==> src/rtl/lru_tracker.sv <==
// rtl/lru_tracker.sv - per-set tree pseudo-LRU plus valid bits with victim query and flush engine
// Optional LRU_BYPASS_EN forwards same-cycle, same-set touch/inval into the victim query.
module lru_tracker #(
  parameter int SETS = 64,
  parameter int WAYS = 2
) (
  input  logic                     clk,
  input  logic                     rst,
  input  logic                     touch_en,
  input  logic [$clog2(SETS)-1:0]  touch_set,
  input  logic [$clog2(WAYS)-1:0]  touch_way,
  input  logic                     inval_en,
  input  logic [$clog2(SETS)-1:0]  inval_set,
  input  logic [$clog2(WAYS)-1:0]  inval_way,
  input  logic                     vq_en,
  input  logic [$clog2(SETS)-1:0]  vq_set,
  output logic                     vq_valid,
  output logic [$clog2(WAYS)-1:0]  vq_way,
  output logic                     vq_free,
  input  logic                     flush,
  output logic                     busy
);

  localparam int SET_W = $clog2(SETS);
  localparam int WAY_W = $clog2(WAYS);

  typedef enum logic {IDLE, FLUSH} state_t;

  state_t             state_q, state_nx;
  logic [SET_W-1:0]   cnt_q, cnt_nx;

  // Tree node n (heap order, root = 1) lives at bit n.
  logic [WAYS-1:1]    tree_q  [SETS];
  logic [WAYS-1:0]    valid_q [SETS];

  logic [WAYS-1:1]    vq_tree;
  logic [WAYS-1:0]    vq_vld;

  // Point every ancestor of w away from it.
  function automatic logic [WAYS-1:1] tree_touch(input logic [WAYS-1:1] t,
                                                 input logic [WAY_W-1:0] w);
    logic [WAY_W-1:0] node;
    tree_touch = t;
    for (int l = 0; l < WAY_W; l++) begin
      node = WAY_W'(1 << l) | WAY_W'(w >> (WAY_W - l));
      tree_touch[node] = ~w[WAY_W-1-l];
    end
  endfunction

  function automatic logic [WAY_W-1:0] tree_walk(input logic [WAYS-1:1] t);
    logic [WAY_W:0] node;
    node = (WAY_W+1)'(1);
    for (int l = 0; l < WAY_W; l++)
      node = {node[WAY_W-1:0], t[node[WAY_W-1:0]]};
    return node[WAY_W-1:0];
  endfunction

  function automatic logic [WAY_W-1:0] lowest_invalid(input logic [WAYS-1:0] v);
    logic [WAY_W-1:0] w;
    w = '0;
    for (int i = WAYS - 1; i >= 0; i--)
      if (!v[i]) w = WAY_W'(i);
    return w;
  endfunction

  assign busy = (state_q == FLUSH);

  always_comb begin
    state_nx = state_q;
    cnt_nx   = cnt_q;
    case (state_q)
      IDLE: begin
        if (flush) begin
          state_nx = FLUSH;
          cnt_nx   = '0;
        end
      end
      FLUSH: begin
        cnt_nx = cnt_q + SET_W'(1);
        if (cnt_q == SET_W'(SETS - 1)) begin
          state_nx = IDLE;
          cnt_nx   = '0;
        end
      end
      default: begin
        state_nx = IDLE;
        cnt_nx   = '0;
      end
    endcase
  end

  always_ff @(posedge clk or negedge rst) begin
    if (!rst) begin
      state_q <= IDLE;
      cnt_q   <= '0;
    end else begin
      state_q <= state_nx;
      cnt_q   <= cnt_nx;
    end
  end

  // Inval is written after touch so it wins the valid bit on a same-way collision.
  always_ff @(posedge clk or negedge rst) begin
    if (!rst) begin
      for (int i = 0; i < SETS; i++) begin
        tree_q[i]  <= '0;
        valid_q[i] <= '0;
      end
    end else if (busy) begin
      tree_q[cnt_q]  <= '0;
      valid_q[cnt_q] <= '0;
    end else begin
      if (touch_en) begin
        tree_q[touch_set]             <= tree_touch(tree_q[touch_set], touch_way);
        valid_q[touch_set][touch_way] <= 1'b1;
      end
      if (inval_en)
        valid_q[inval_set][inval_way] <= 1'b0;
    end
  end

  always_comb begin
    vq_tree = tree_q[vq_set];
    vq_vld  = valid_q[vq_set];
`ifdef LRU_BYPASS_EN
    if (touch_en && (touch_set == vq_set)) begin
      vq_tree            = tree_touch(vq_tree, touch_way);
      vq_vld[touch_way]  = 1'b1;
    end
    if (inval_en && (inval_set == vq_set))
      vq_vld[inval_way] = 1'b0;
`endif
  end

  always_ff @(posedge clk or negedge rst) begin
    if (!rst) begin
      vq_valid <= 1'b0;
      vq_way   <= '0;
      vq_free  <= 1'b0;
    end else begin
      vq_valid <= vq_en && !busy;
      if (vq_en && !busy) begin
        vq_free <= ~&vq_vld;
        vq_way  <= (~&vq_vld) ? lowest_invalid(vq_vld) : tree_walk(vq_tree);
      end
    end
  end

endmodule

==> config.mk <==
export PLATFORM = sky130hd
export DESIGN_NAME = lru_tracker
export DESIGN_NICKNAME = d
export VERILOG_FILES = /design/src/rtl/lru_tracker.sv
export SDC_FILE = /design/constraint.sdc
export NUM_CORES = 1
export LEC_CHECK = 0
export ABC_AREA = 1
export CORE_UTILIZATION = 40
export DETAILED_ROUTE_END_ITERATION = 6
export DONT_BUFFER_PORTS = 1
export PLACE_DENSITY_LB_ADDON = 0.3
export SLEW_MARGIN = 5
export SYNTH_ARGS = -nofsm -noshare
export SYNTH_HDL_FRONTEND = slang
export SYNTH_SLANG_ARGS = --single-unit
export TNS_END_PERCENT = 30
==> constraint.sdc <==
create_clock -name clk -period 3.7 [get_ports clk]
set_clock_uncertainty 0.15 [all_clocks]
set_input_delay 0.555 -clock clk [delete_from_list [all_inputs] [get_ports clk]]
set_output_delay 0.555 -clock clk [all_outputs]
set_load 0.02 [all_outputs]
# Word-level counts from Yosys, hierarchy flattened
# Cells that the tools add are included.
# word_totals
output_inout_bits,4
ff_bits,202
in_bits,26
# classes
n_lt_le_gt_ge,11
n_reduce_logical,10
n_mux,36
eq_ne,2
bitwise,13
addsub,1
# ops
operator,n
$mux W128,4
$and A128 B128 Y128,2
$not A128 Y128,2
$mux W64,2
$or A128 B128 Y128,1
$and A64 B64 Y64,1
$bwmux W64,1
$not A64 Y64,1
$demux W2 S6,3
$ge A7 B7 Y1 const B,4
$not A6 Y7,4
$lt A7 B1 Y1 const B,3
$bmux W2 S6,1
$demux W1 S6,2
$mux W6,2
$pmux W6 S2,1
$mux W1,11
$mux W2,5
$add A6 B1 Y6 const B,1
$bmux W1 S6,1
$eq A6 B6 Y1 const B,1
$logic_and A1 B1 Y1,6
$lt A1 B2 Y1 const B,2
$demux W1 S1,2
7 further kinds,10

# Longest topological paths before layout
# Gate-level depths: netlist of run 1.
# logic_depth
depth_word,12
mapped_depth,15
mapped_depth_nobuf,13

# Worst setup path after synthesis of run 1
# Ideal clock, no wire load.
# synth_path
path_kind,input -> register
from,in vq_set[1]
to,reg vq_free
setup_ns,0.116
arrival_ns,1.572
slack_ns,1.862
t_required_ns,3.434
n_path_buf,3
stages,14
cell_sequence,buf_2 > inv_1 > buf_4 > buf_6 > nand3_1 > nand3_1 > nand2_1 > nand2_1 > nand3_1 > nand3_1 > nand2_1 > nand2_1 > nand2_1 > nand2_1
# synth_via
elab_chain_len,6
# synth_rtl
item,line_no,rtl
"start, declared",16,"input logic [$clog2(SETS)-1:0] vq_set,"
$not A6 Y7 (implied by the code),124,vq_vld = valid_q[vq_set];
$bmux W2 S6,124,
$mux W2 (implied by the code) (2 in a row),124,
$reduce_and A2 Y1,143,vq_free <= ~&vq_vld;
$logic_not A1 Y1,-,
"end signal, assigned",143,
"end, declared",19,"output logic vq_free,"
# Every way passes these cells. The select of a mux whose other input is x is not followed.
# A chain may end at the register's enable or synchronous reset.

# Worst setup path after layout of run 1
# layout_path
from,"reg state_q, in the netlist busy"
to,reg tree_q[63] in the netlist's numbering
# layout_via
elab_chain_len,1
elab_cells_between_ends,2
classes_between,1 x mux; 1 x reduce/logical
# layout_rtl
item,line_no,rtl
"start, declared",29,"state_t state_q, state_nx;"
"start signal, assigned",97,state_q <= state_nx;
$mux W64 or $reduce_bool A2 Y1 (tied branches),-,
"end signal, assigned by index",114,"tree_q[touch_set] <= tree_touch(tree_q[touch_set], touch_way);"
"end, declared",33,logic [WAYS-1:1] tree_q [SETS];
# Several ways; a longest one is shown, not always the timed one.

==> summary.md, run 1 <==
| Metric | Value |
|---|---|
| Final worst slack | `0.891 ns` |
| Yosys cell types | `38` |
| CP max FO | `28` |
| Synth area leader | `dfrtp_1` |
| Min Tclk post-route | `approximately 2.8 ns` |
| Cell area after layout | `14,100 um2` |
| RSZ-0062 raised after global routing | `no` |
| Crit path cell chain | `inv_4 -> nor2_1 -> inv_1 -> nand2_1 -> a21oi_1 -> o32ai_1` |
| RD Place Congestion | `0.942` |
| Total power | `8.35 mW` |
| Max incr delay on CP | `0.89 ns` |
| Synthesis Warnings | `0` |
| Worst skew pair latency | `0.54 ns` |
| Final core occ | `43.6%` |
| Drt total wl | `roughly 53 mm` |
| TritonCTS buffer count | `25` |
| Post-Synth Simple-Gate Area | `30.1%` |
| Hold buffers post-CTS | `1` |
| Setup_tns | `0 ns` |
| Largest net degree at the start of global routing | `about 200` |
| Drt drc | `0` |
| Hold Path Class | `input port to asynchronous set/reset pin` |
| Most frequent cells in the layout | `568 x nand2_1, 223 x o21ai_0, 205 x nand3_1, 201 x dfrtp_1, 176 x inv_1` |
| Sinks on Clock Net | `202` |
| Reg clk slew, reported paths | `about 0.06 ns` |
| CP max stage cell | `nor2_1` |
| WP data required | `3.98 ns` |
| Status | `finished, violations left` |
| Mapped cell area | `around 13,000 um2` |
| CTS tree | `yes` |
| Area Overhead vs Synth | `7.50%` |
| Die ar. | `about 34,000 um2` |
| Synth top area cells | `dfrtp_1 38%, nand2_1 16%, o21ai_0 8.5%` |
| Max Cap Viol | `0` |
| First-pass GRT wire length | `81.9 mm` |
| Fill count | `3,373` |
| Adder-cell share of the synthesized area | `0.0951%` |
| DR pass1 iterations | `6` |
| Most common cell after layout, fill and taps aside | `nand2_1` |
| GRT overflow | `0` |
| Post-DP Area | `13,300 um2` |
| Post-synthesis compound-gate area fraction | `21.3%` |
| Initial Util | `40.5%` |
| Setup CP Type | `register to register` |
| Layout Nets | `1,903` |
| Port Buffers | `0` |
| Mux share of post-synthesis cell area | `0%` |
| Antenna violations before repair | `0` |
| Largest family of logic cells by synthesized area | `simple AND/OR/NAND/NOR gates` |
| Setup bufs post-CTS | `0` |
| Die Ht | `about 180 um` |
| Reg area | `5060 um2` |
| LEAKAGE | `~6 nW` |
| CP startpoint kind | `register` |
| Routed via count | `14,300` |
| Power density cells | `about 600 nW/um2` |
| Multi-input logic area | `6780 um2` |
| Ant. Diodes | `0` |
| Clock Tree Root | `clkbuf_16` |
| Fmax achieved | `356 MHz` |
| Htree depth | `1` |
| Synth Area in XOR/XNOR | `less than 1%` |
| Final setup fails | `0` |
| Cells after Synth | `1,948` |
| Seq cells post-synth | `202` |
| CP Buf/Inv Count | `2` |
| Syn_nets | `1,975` |
| Dpl hpwl | `about 32 mm` |
| DR vias/cell | `just over 6` |
| Max-slew violations | `0` |
| Routed Antenna Nets | `0` |
| Slew headroom | `25.5%` |
| # resized after CTS | `0` |
| CORE AREA | `32,500 um2` |
| Top-area cell type share of the netlist area | `38.4%` |
| Setup crit end kind | `register` |
| Tightest Pin Transition | `roughly 1.1 ns` |
| Top delay family on crit path | `simple AND/OR/NAND/NOR gates` |
| Ports | `30` |
| Site Rows | `66` |
| VDD IR max | `0.000311 V` |
| Synth Area per Inst | `6.75 um2` |
| Drt wl/cell | `approximately 23 um` |
| Die span in x | `183 um` |
| GR Util All Layers | `between 30% and 40%` |
| Sequential area share after synthesis | `approximately two fifths` |
| Fin crit share | `75.9%` |
| Worst hold margin | `-0.429 ns` |
| Vias in the first global route | `13,800` |
| Max Buffers Root-to-Sink | `3` |
| Failing checks | `negative hold slack` |
| Setup WS pre-CTS | `1.04 ns` |
| Share of cells above drive strength 1 | `4.44%` |
| Final hold vios | `slightly above 200` |
| Iter 0 DRT Violations | `1,932` |
| Worst path arrival time | `between 3 and 4 ns` |
==> cells in the mapped netlist (all sizes together) <==
master and count:
a32o 2, dfrtp 202, a221o 3, a31o 1
o311ai 17, nand3 205, buf 54, o21ai 231
a22oi 1, o211ai 4, or2 3, a21oi 104
nand2 568, ha 1, nor3 66, xor2 1
o22ai 44, inv 187, o41ai 1, clkbuf 66
nor2 104, a21boi 1, a31oi 4, nand4 1
o32ai 2, o31ai 73, clkinv 2
==> cells by family after synthesis <==
| group | after synthesis |
|---|---|
| and+or+nand+nor | 947 |
| AOI/OAI and AO/OA | 488 |
| buffers and inverters | 309 |
| DFF | 202 |
| xor gates and xnor gates | 1 |
| adders and majority gates | 1 |
==> worst paths after layout <==
check | cells past startpoint | slack [ns] | start | end
min reg2reg | 2 | 0.34 | tree_q[19] | tree_q[19]
max reg2reg | 6 | 0.89 | busy | tree_q[63]
min in group clk | 2 | 0.03 | touch_en | tree_q[20]
max | 6 | 0.89 | busy | tree_q[63]
max in group asynchronous | 0 | 3.46 | rst | valid_q[124]
min | 0 | -0.43 | rst | valid_q[87]
==> layer usage <==
| metal | part of all wire (%) | global-route usage [%] |
|---|---|---|
| met4 | 5.7 | 17.5 |
| met2 | 42 | 47.1 |
| met1 | 40 | 43.3 |
| met3 | 12 | 6.63 |
| met5 | 0 | 0 |
==> power by group <==
part	internal [mW]	leakage [nW]	total (mW)	switching [mW]
Combinational	0.803	2.99	2.51	1.71
Sequential	2.78	2.60	3.25	0.468
Clock	1.56	0.414	2.59	1.03
==> flip-flops by register name, summed over array words and instances, names as in the netlist <==
register and flops:
vq_way 1, vq_free 1, busy 1, tree_q 64, vq_valid 1, cnt_q 6, valid_q 128
==> stage by stage <==
stage | hold slack (ns) | std cells
global placement | 0.119 | 2290
floorplan | 0.109 | 1948
global route | -0.436 | 2335
CTS | -0.436 | 2335
finish | -0.429 | 2335
detailed placement | 0.118 | 2290
==> cell type report <==
type,count,area share [%]
multi-input combinational,1437,47.9
tap,442,3.91
timing repair buffer,21,1.38
clock buffer,38,5.19
clock inverter,6,0.743
sequential,202,35.8
inverter,189,5.05
Note: power is estimated with default switching activity, not from simulation.
==> run 2, diff against run 1 <==
ABC_AREA = 0   (was 1)
clock period = 2.4 ns   (was 3.7 ns; I/O delays follow)
==> run 2 against run 1 <==
Final cell count fell by 22%. Sequential power rose by 34%. Clock-buffer cell count rose by 2. Largest power group unchanged. The flow still finishes with violations (negative hold slack).
==> summary.md, run 2 <==
| Metric | Value |
|---|---|
| Status | `finished, violations left` |
| Failing checks | `negative hold slack` |
| VDD IR max | `0.000496 V` |
| Setup_tns | `0 ns` |
| CORE AREA | `28,900 um2` |
| Synth Area per Inst | `8.45 um2` |
| Clock Tree Root | `clkbuf_16` |
| Cells after Synth | `1,393` |
| Drt wl/cell | `26.6 um` |
| Fill count | `2,782` |
| Post-synth EDFFs | `0` |
| Most frequent cells in the layout | `267 x nand2_1, 215 x o21ai_0, 201 x dfrtp_1, 174 x a21oi_1, 115 x nand3_1` |
| DR pass1 iterations | `6` |
| Die span in x | `174 um` |
| Biggest regs | `valid_q x128, tree_q x64, cnt_q x6` |
| GRT overflow | `0` |
| Worst skew pair latency | `roughly 0.53 ns` |
| Layout Nets | `1,459` |
| First-pass GRT wire length | `72.6 mm` |
| Initial Util | `between 40% and 50%` |
| Total power | `between 10 and 15 mW` |
| GR Util All Layers | `about a third` |
| Ant. Diodes | `0` |
| RR Endpoint | `vq_way` |
| CTS tree | `yes` |
| Worst path arrival time | `2.54 ns` |
| Largest register FFs | `approximately 130` |
| Ports | `30` |
| Sinks on Clock Net | `202` |
| Synthesis Warnings | `0` |
| Max-slew violations | `0` |
| Flop pwr share | `41.0%` |
| CP startpoint kind | `register` |
| Sw frac | `33.6%` |
| Vias in the first global route | `11,200` |
| Sequential area share after synthesis | `42.9%` |
| Largest register by flop count | `valid_q` |
| Routed Antenna Nets | `0` |
| Routed via count | `11,900` |
| Share of cells above drive strength 1 | `~13%` |
| Multi-input logic area | `between 6000 and 7000 um2` |
| Post-synth top cells | `267 x nand2_1, 215 x o21ai_0, 202 x dfrtp_1, 174 x a21oi_1, 115 x nand3_1` |
| Fmax achieved | `433 MHz` |
| Drt drc | `0` |
| Syn_nets | `1,420` |
| Min Tclk post-route | `approximately 2.3 ns` |
| Tightest Pin Transition | `1.13 ns` |
| Clock Power Share | `34.9%` |
| Reg clk slew, reported paths | `approximately 0.060 ns` |
| Dpl hpwl | `32.0 mm` |
| Die Ht | `approximately 170 um` |
| Drt total wl | `between 40 and 50 mm` |
| Crit path cell chain | `mux4_2 -> a22oi_2 -> a21oi_1 -> or4_4 -> a21oi_2 -> o22ai_1` |
| Hold Path Class | `input port to asynchronous set/reset pin` |
| Worst hold margin | `-0.624 ns` |
| Reg-to-reg startpoint | `tree_q[0]` |
| Synth async-reset ratio | `100%` |
| Reg area | `just over 5000 um2` |
| R2R Setup Slk | `0.09 ns` |
| Power density cells | `786 nW/um2` |
| Setup crit end kind | `register` |
| Site Rows | `62` |
| Synth area leader | `dfrtp_1` |
| Largest net degree at the start of global routing | `203` |
| Top-area cell type share of the netlist area | `42.9%` |
| Area Overhead vs Synth | `14.7%` |
| Slew headroom | `24.2%` |
| CP Buf/Inv Count | `0` |
| RSZ-0062 raised after global routing | `no` |
| Final hold vios | `202` |
| Pint | `7.06 mW` |
| Seq cells post-synth | `between 200 and 250` |
| Max Cap Viol | `0` |
| Max incr delay on CP | `0.52 ns` |
| Synth top area cells | `dfrtp_1 43%, o21ai_0 9.1%, nand2_1 8.5%` |
| Final setup fails | `0` |
| Mapped cell area | `11,800 um2` |
| Yosys cell types | `56` |
| CP max stage cell | `or4_4` |
| Iter 0 DRT Violations | `1,871` |
| WP data required | `~2.6 ns` |
| Most common cell after layout, fill and taps aside | `nand2_1` |
| LEAKAGE | `6.32 nW` |
| Port Buffers | `0` |
| CP max FO | `3` |
| Antenna violations before repair | `1` |
| Sw Pwr | `around 3.6 mW` |
| Setup bufs post-CTS | `0` |
| Setup CP Type | `register to register` |
| Die ar. | `30,100 um2` |
| Top delay family on crit path | `compound AO/OA/AOI/OAI gates` |
| Fin crit share | `96.2%` |
| RD Place Congestion | `0.971` |
| Count leader, synth | `nand2_1` |
| R2R cell count | `6` |
| DR vias/cell | `6.48` |
| Comb power frac | `24.0%` |
| TritonCTS buffer count | `24` |
| Max Buffers Root-to-Sink | `3` |
| Hold buffers post-CTS | `14` |
| Most used DFF post-synth | `dfrtp_1` |
| Htree depth | `1` |
-- run 2: cell count changes after synthesis, sizes merged, moves of 47 or more --
cell   previous run  this run
mux4              0        49
a21oi           104       175
nand2           568       267
inv             187         9
nand3           205       115
nor3             66        19
o31ai            73         8
-- run 2: per-layer routing --
layer	part of all wire, %	global-route usage, %	vias to the layer above
li1	-	-	5098
met1	38	42.6	5752
met2	43	47.2	847
met3	13	10.8	164
met4	5.8	16.4	0
met5	0	0	-
-- run 2: final cells by class --
type | instances | area share [%]
inverters | 9 | 0.250
well taps | 384 | 3.56
multi-input cells | 1095 | 46.8
flip-flops and latches | 202 | 37.4
repair buffers | 100 | 6.00
clock inverters | 1 | 0.0371
clock buffers | 40 | 5.86
-- run 2: logic make-up after synthesis --
family / synth area share [%]
flops: 42.9
buf+inv: 3.45
fa+ha+maj: 0.106
xor+xnor: 0.149
mux: 11.8
simple gates: 20.9
compound gates: 20.6
-- run 2: stage by stage --
stage	area [um2]	worst slack [ns]	cells	util, %
floorplan	11800	0.0688	1393	-
global placement	12600	0.0912	1776	43.6
detailed placement	12600	0.0697	1776	43.6
CTS	13500	0.0695	1831	46.8
global route	13500	0.0166	1831	46.8
finish	13500	0.0906	1831	46.8
-- run 2: repair_timing --
item / 4_1_cts / 5_1_grt
endpoints found under the hold margin: 248 / 202
resized for setup: 0 / 5
endpoints found under the setup margin: 0 / 4
-- run 2: power by group through the flow --
stage | clock network (mW) | registers, mW | logic, mW
6_report | 3.71 | 4.36 | 2.55
5_1_grt | 3.86 | 4.42 | 2.72
4_1_cts | 3.73 | 4.33 | 2.44
3_5_place_dp | 0 | 4.38 | 2.39
3_3_place_gp | 0 | 4.35 | 2.34
2_1_floorplan | 0 | 4.21 | 1.66
-- run 2: worst max-delay path by stage --
stage,cells past startpoint,start,end
floorplan,8,vq_set[0],vq_way
detailed placement,6,vq_set[0],vq_way
CTS,6,tree_q[2],vq_way
global route,6,tree_q[8],vq_way
global placement,6,vq_set[0],vq_way
finish,6,tree_q[0],vq_way
-- run 2: worst register-to-register path, delay by kind of cell, from the launching register on --
| family | cells | cell delay [ns] |
|---|---|---|
| AO/OA/AOI/OAI | 4 | 0.59 |
| flip-flops | 1 | 0.39 |
| multiplexers | 1 | 0.51 |
| AND/OR/NAND/NOR | 1 | 0.52 |
